[src/rtl/async_fifo_pkg.sv]
// Shared defaults and pointer encoding helpers for the FIFO.
package async_fifo_pkg;

   localparam int WIDTH_DEF  = 4;
   localparam int ADDR_W_DEF = 3;

   // Callers cast the result back to their own pointer width.
   function automatic logic [31:0] bin2gray(input logic [31:0] bin);
      return bin ^ (bin >> 1);
   endfunction

endpackage

[src/rtl/async_fifo_sync_2ff.sv]
// Two-flop synchronizer carrying a Gray pointer across to the other side.
module sync_2ff #(
   parameter int W = 4
) (
   input  logic         clk,
   input  logic         rst,
   input  logic [W-1:0] d,
   output logic [W-1:0] q
);

   logic [W-1:0] meta_q;
   logic [W-1:0] sync_q;

   always_ff @(posedge clk or posedge rst) begin
      if (rst) begin
         meta_q <= '0;
         sync_q <= '0;
      end else begin
         meta_q <= d;
         sync_q <= meta_q;
      end
   end

   assign q = sync_q;

endmodule

[src/rtl/async_fifo.sv]
// Gray-pointer FIFO with 2-flop pointer synchronizers; flags are pessimistic
// so the FIFO never overflows or underflows.
module async_fifo
   import async_fifo_pkg::*;
#(
   parameter int WIDTH  = WIDTH_DEF,
   parameter int ADDR_W = ADDR_W_DEF
) (
   input  logic             wclk,
   input  logic             wreset,
   input  logic [WIDTH-1:0] wdata,
   input  logic             wen,
   input  logic             ren,
   output logic [WIDTH-1:0] rdata,
   output logic             full,
   output logic             empty
);

   localparam int PW    = ADDR_W + 1;
   localparam int DEPTH = 1 << ADDR_W;

   logic [WIDTH-1:0] mem_q [DEPTH];

   logic [PW-1:0]    wptr_q, wptr_d, wgray_q, wgray_d;
   logic [PW-1:0]    rptr_q, rptr_d, rgray_q, rgray_d;
   logic [PW-1:0]    rq2_wgray, wq2_rgray;
   logic [WIDTH-1:0] rdata_q, rdata_d;
   logic             wr_acc, rd_acc;

   // Flags depend only on registered pointers, never on wen/ren.
   assign empty = (rgray_q == rq2_wgray);
   assign full  = (wgray_q == {~wq2_rgray[PW-1:PW-2], wq2_rgray[PW-3:0]});

   always_comb begin
      wr_acc  = wen && !full;
      rd_acc  = ren && !empty;
      wptr_d  = wptr_q + PW'(wr_acc);
      rptr_d  = rptr_q + PW'(rd_acc);
      wgray_d = PW'(bin2gray(32'(wptr_d)));
      rgray_d = PW'(bin2gray(32'(rptr_d)));
      rdata_d = rd_acc ? mem_q[rptr_q[ADDR_W-1:0]] : rdata_q;
   end

   always_ff @(posedge wclk or posedge wreset) begin
      if (wreset) begin
         wptr_q  <= '0;
         wgray_q <= '0;
         rptr_q  <= '0;
         rgray_q <= '0;
         rdata_q <= '0;
      end else begin
         wptr_q  <= wptr_d;
         wgray_q <= wgray_d;
         rptr_q  <= rptr_d;
         rgray_q <= rgray_d;
         rdata_q <= rdata_d;
      end
   end

   always_ff @(posedge wclk) begin
      if (wr_acc) mem_q[wptr_q[ADDR_W-1:0]] <= wdata;
   end

   sync_2ff #(.W(PW)) u_sync_w2r (
      .clk (wclk),
      .rst (wreset),
      .d   (wgray_q),
      .q   (rq2_wgray)
   );

   sync_2ff #(.W(PW)) u_sync_r2w (
      .clk (wclk),
      .rst (wreset),
      .d   (rgray_q),
      .q   (wq2_rgray)
   );

   assign rdata = rdata_q;

endmodule

[config.mk]
export PLATFORM = sky130hd
export DESIGN_NAME = async_fifo
export DESIGN_NICKNAME = d
export VERILOG_FILES = /design/src/rtl/async_fifo_pkg.sv /design/src/rtl/async_fifo_sync_2ff.sv /design/src/rtl/async_fifo.sv
export SDC_FILE = /design/constraint.sdc
export NUM_CORES = 1
export LEC_CHECK = 0
export CAP_MARGIN = 5
export CORE_AREA = 2 2 72 74
export CTS_BUF_LIST = sky130_fd_sc_hd__clkbuf_4
export DETAILED_ROUTE_END_ITERATION = 10
export DIE_AREA = 0 0 74 76
export PLACE_DENSITY = 0.71
export SYNTH_ARGS = -nofsm -noshare
export SYNTH_HDL_FRONTEND = slang
export SYNTH_SLANG_ARGS = --single-unit
[constraint.sdc]
create_clock -name wclk -period 4.9 [get_ports wclk]
set_input_delay 1.47 -clock wclk [delete_from_list [all_inputs] [get_ports wclk]]
set_output_delay 1.47 -clock wclk [all_outputs]
set_load 0.02 [all_outputs]
==> summary.md <==
| Metric | Value |
|---|---|
| Post-synth top area share | `0.3857` |
| Async set-or-reset flop fraction in the synthesized netlist | `0.5152` |
| Via-per-instance ratio | `5.116` |
| Synthesized net count | `140` |
| CTS tree | `done` |
| Crit-path max cell delay | `0.65 ns` |
| Slowest CP cell | `clkdlybuf4s50_1` |
| Tcrit/Tclk final | `0.6912` |
| Largest area contributor in the synthesized netlist | `edfxtp_1` |
| Final setup viols | `0` |
| Hold_sp | `u_sync_w2r.meta_q[1]` |
| Slew HR | `0.4131` |
| Setup bufs post-CTS | `0` |
| WHS Path Cells | `0` |
| Seq cells post-synth | `66` |
| Worst Path Max Fanout | `2` |
| Final Max Slew Viols | `0` |
| Worst-path cell chain | `xor2_1 > nor4_1 > clkdlybuf4s50_1` |
| Reg-to-reg startpoint | `u_sync_r2w.q[1]` |
| Core Box Area | `4912 sq um` |
| Area Overhead vs Synth | `12.41%` |
| Worst min path class | `reg -> reg` |
| RSZ-0062 raised after global routing | `false` |
| Share of cells above drive strength 1 | `0.1753` |
| Count of hold-fix buffers inserted at cts | `0` |
| Ports | `14` |
| Post-layout minimum cycle time | `roughly 3.4 ns` |
| Bufs on Longest Clock Path | `2` |
| Crit path max-delay family | `buffers and inverters` |
| WP data required | `roughly 3.4 ns` |
| Least-Margin Pin Slew | `0.8723 ns` |
| Post-Syn Area per Cell | `19.46 sq um` |
| Fmax achieved | `about 300 MHz` |
| Avg WL per Cell | `17.23 microns` |
| Run status | `finished, final reports clean` |
| Total wire length | `approximately 3900 microns` |
| Sequential area share after synthesis | `0.7273` |
| Initial antenna violation count | `0` |
| Hold Path End | `u_sync_w2r.q[1]` |
| MaxCap Viol Count | `0` |
| Hold WS | `0.3529 ns` |
| Post-Synthesis Cells | `between 100 and 150` |
| Vias post-DR | `roughly 1100` |
| R2R setup slack | `~2.4 ns` |
| Buf/Inv on CP | `1` |
| Worst-path clk slew | `approximately 0.10 ns` |
| Residual DRC | `0` |
| Fin nets | `about 160` |
| Diodes inserted | `0` |
| Routability cong. | `0.7224` |
| Final Hold Viols | `0` |
| Global-route wire length before repair | `roughly 6400 microns` |
| Number of flops mapped to enable cells by yosys | `32` |
| Worst r2r path cells | `7` |
| Final Non-Filler Cells | `224` |
| Maximum VDD drop | `0.2049 mV` |
| Clk_skew | `~0.013 ns` |
| TNS Setup | `0 ns` |
| Worst reg2reg path endpoint | `wgray_q[2]` |
| Initial DRC count | `65` |
| GR Overflow Total | `0` |
| Drt first pass iters | `6` |
| Largest net degree at the start of global routing | `35` |
| Crit Path Class | `reg -> out` |
| DPL Wire Length | `2682 microns` |
| Total GRT Usage | `0.1620` |
| Root buffer cell | `clkbuf_4` |
| CTS resizes | `0` |
| Die Width | `74 microns` |
| Num rows | `26` |
| PwrDens | `626.4 nW/um^2` |
| Chip height | `76 microns` |
| Vias in the first global route | `1246` |
| Routed Antenna Nets | `0` |
| Clock latency on the worst-skew pair | `0.38 ns` |
| Yosys cell types | `18` |
| Worst Setup Start Kind | `register` |
| Warnings from Yosys | `0` |
| CTS Buf Count | `9` |
| Starting Density | `0.5071` |
| Placed Cells | `208` |
| # fillers | `374` |
| Clk sinks | `66` |
| Leak | `0.001086 uW` |
| Area contributors post-synth | `edfxtp_1, dfrtp_1, mux4_1` |
| Crit end category | `primary output` |
| Syn Std Cell Area | `2491 sq um` |
| CP arrival | `1.92 ns` |
| PortBufs | `13` |
| Max H-tree Level | `3` |
| Total die area | `5624 sq um` |
| Ys flop type | `dfrtp_1` |
synthesized netlist by cell type (all sizes together), types with 4 or more instances:
cell and n:
xor2 14, ha 4, nor3 4, nor4 4, inv 4, dfrtp 34
edfxtp 32, mux4 8, mux2 8, xnor2 4
cells by family after synthesis:
| group | after synthesis | synth area share |
|---|---|---|
| XOR/XNOR | 18 | 0.06328 |
| flip-flops | 66 | 0.7273 |
| buffers and inverters | 8 | 0.01808 |
| AND/OR/NAND/NOR | 14 | 0.03315 |
| AO/OA/AOI/OAI | 2 | 0.01758 |
| multiplexers | 16 | 0.1205 |
| adder cells (fa/ha/maj) | 4 | 0.02009 |
routing by layer:
metal / track usage / up-vias / wire [microns]
met4: 0.06545 / 0 / 81
met2: 0.2429 / 23 / 1913
met3: 0.07143 / 8 / 97
met1: 0.2060 / 585 / 1766
li1: - / 530 / -
met5: 0 / - / 0
power breakdown:
part / switching, uW / total (uW) / internal [uW]
logic: 263 / 533 / 270
registers: 148 / 926 / 778
clock network: 169 / 295 / 127
how the worst max path moves through the flow:
stage	startpoint	end	slack (ns)	depth (start not counted)
2_1_floorplan	u_sync_w2r.q[1]	empty	2.15	2
3_3_place_gp	wen	mem_q[4][0]	1.71	3
3_5_place_dp	wen	mem_q[5][3]	1.66	3
4_1_cts	u_sync_r2w.q[1]	full	1.48	3
5_1_grt	rgray_q[1]	empty	1.37	3
6_report	u_sync_r2w.q[1]	full	1.51	3
final cells by class:
cell class                      count  area (sq um)  area share
Clock inverter                      3         16.27    0.005809
Multi-Input combinational cell     54         634.4      0.2265
Timing Repair Buffer               14         137.6     0.04915
Tap cell                           70         87.58     0.03128
Clock buffer                       13         97.59     0.03485
Sequential cell                    66          1812      0.6470
Inverter                            4         15.01    0.005362
cells in the final DEF (no fill, tap or decap), drive strengths merged:
master	n
nand2	1
mux2	8
xnor2	4
nor3	4
o41ai	2
clkbuf	13
clkdlybuf4s50	13
nor4b	2
inv	5
nand2b	1
edfxtp	32
ha	4
mux4	8
clkinv	2
xor2	14
buf	1
dfrtp	34
nor4	4
nand3	2
state kept, by name, indices dropped and copies added (netlist names):
name,count
rdata,4
rptr_q,3
rgray_q,4
wptr_q,3
u_sync_r2w.q,4
wgray_q,4
mem_q,32
u_sync_r2w.meta_q,4
u_sync_w2r.meta_q,4
u_sync_w2r.q,4
per-stage QoR:
stage	total power, uW	instance area, sq um	util	setup WS [ns]
2_1_floorplan	1317	2491	-	2.146
3_3_place_gp	1445	2686	0.5469	1.712
3_5_place_dp	1471	2686	0.5469	1.664
4_1_cts	1770	2800	0.5700	1.484
5_1_grt	1861	2800	0.5700	1.367
6_report	1754	2800	0.5700	1.513
No activity file was read; power rests on OpenSTA's default activity.
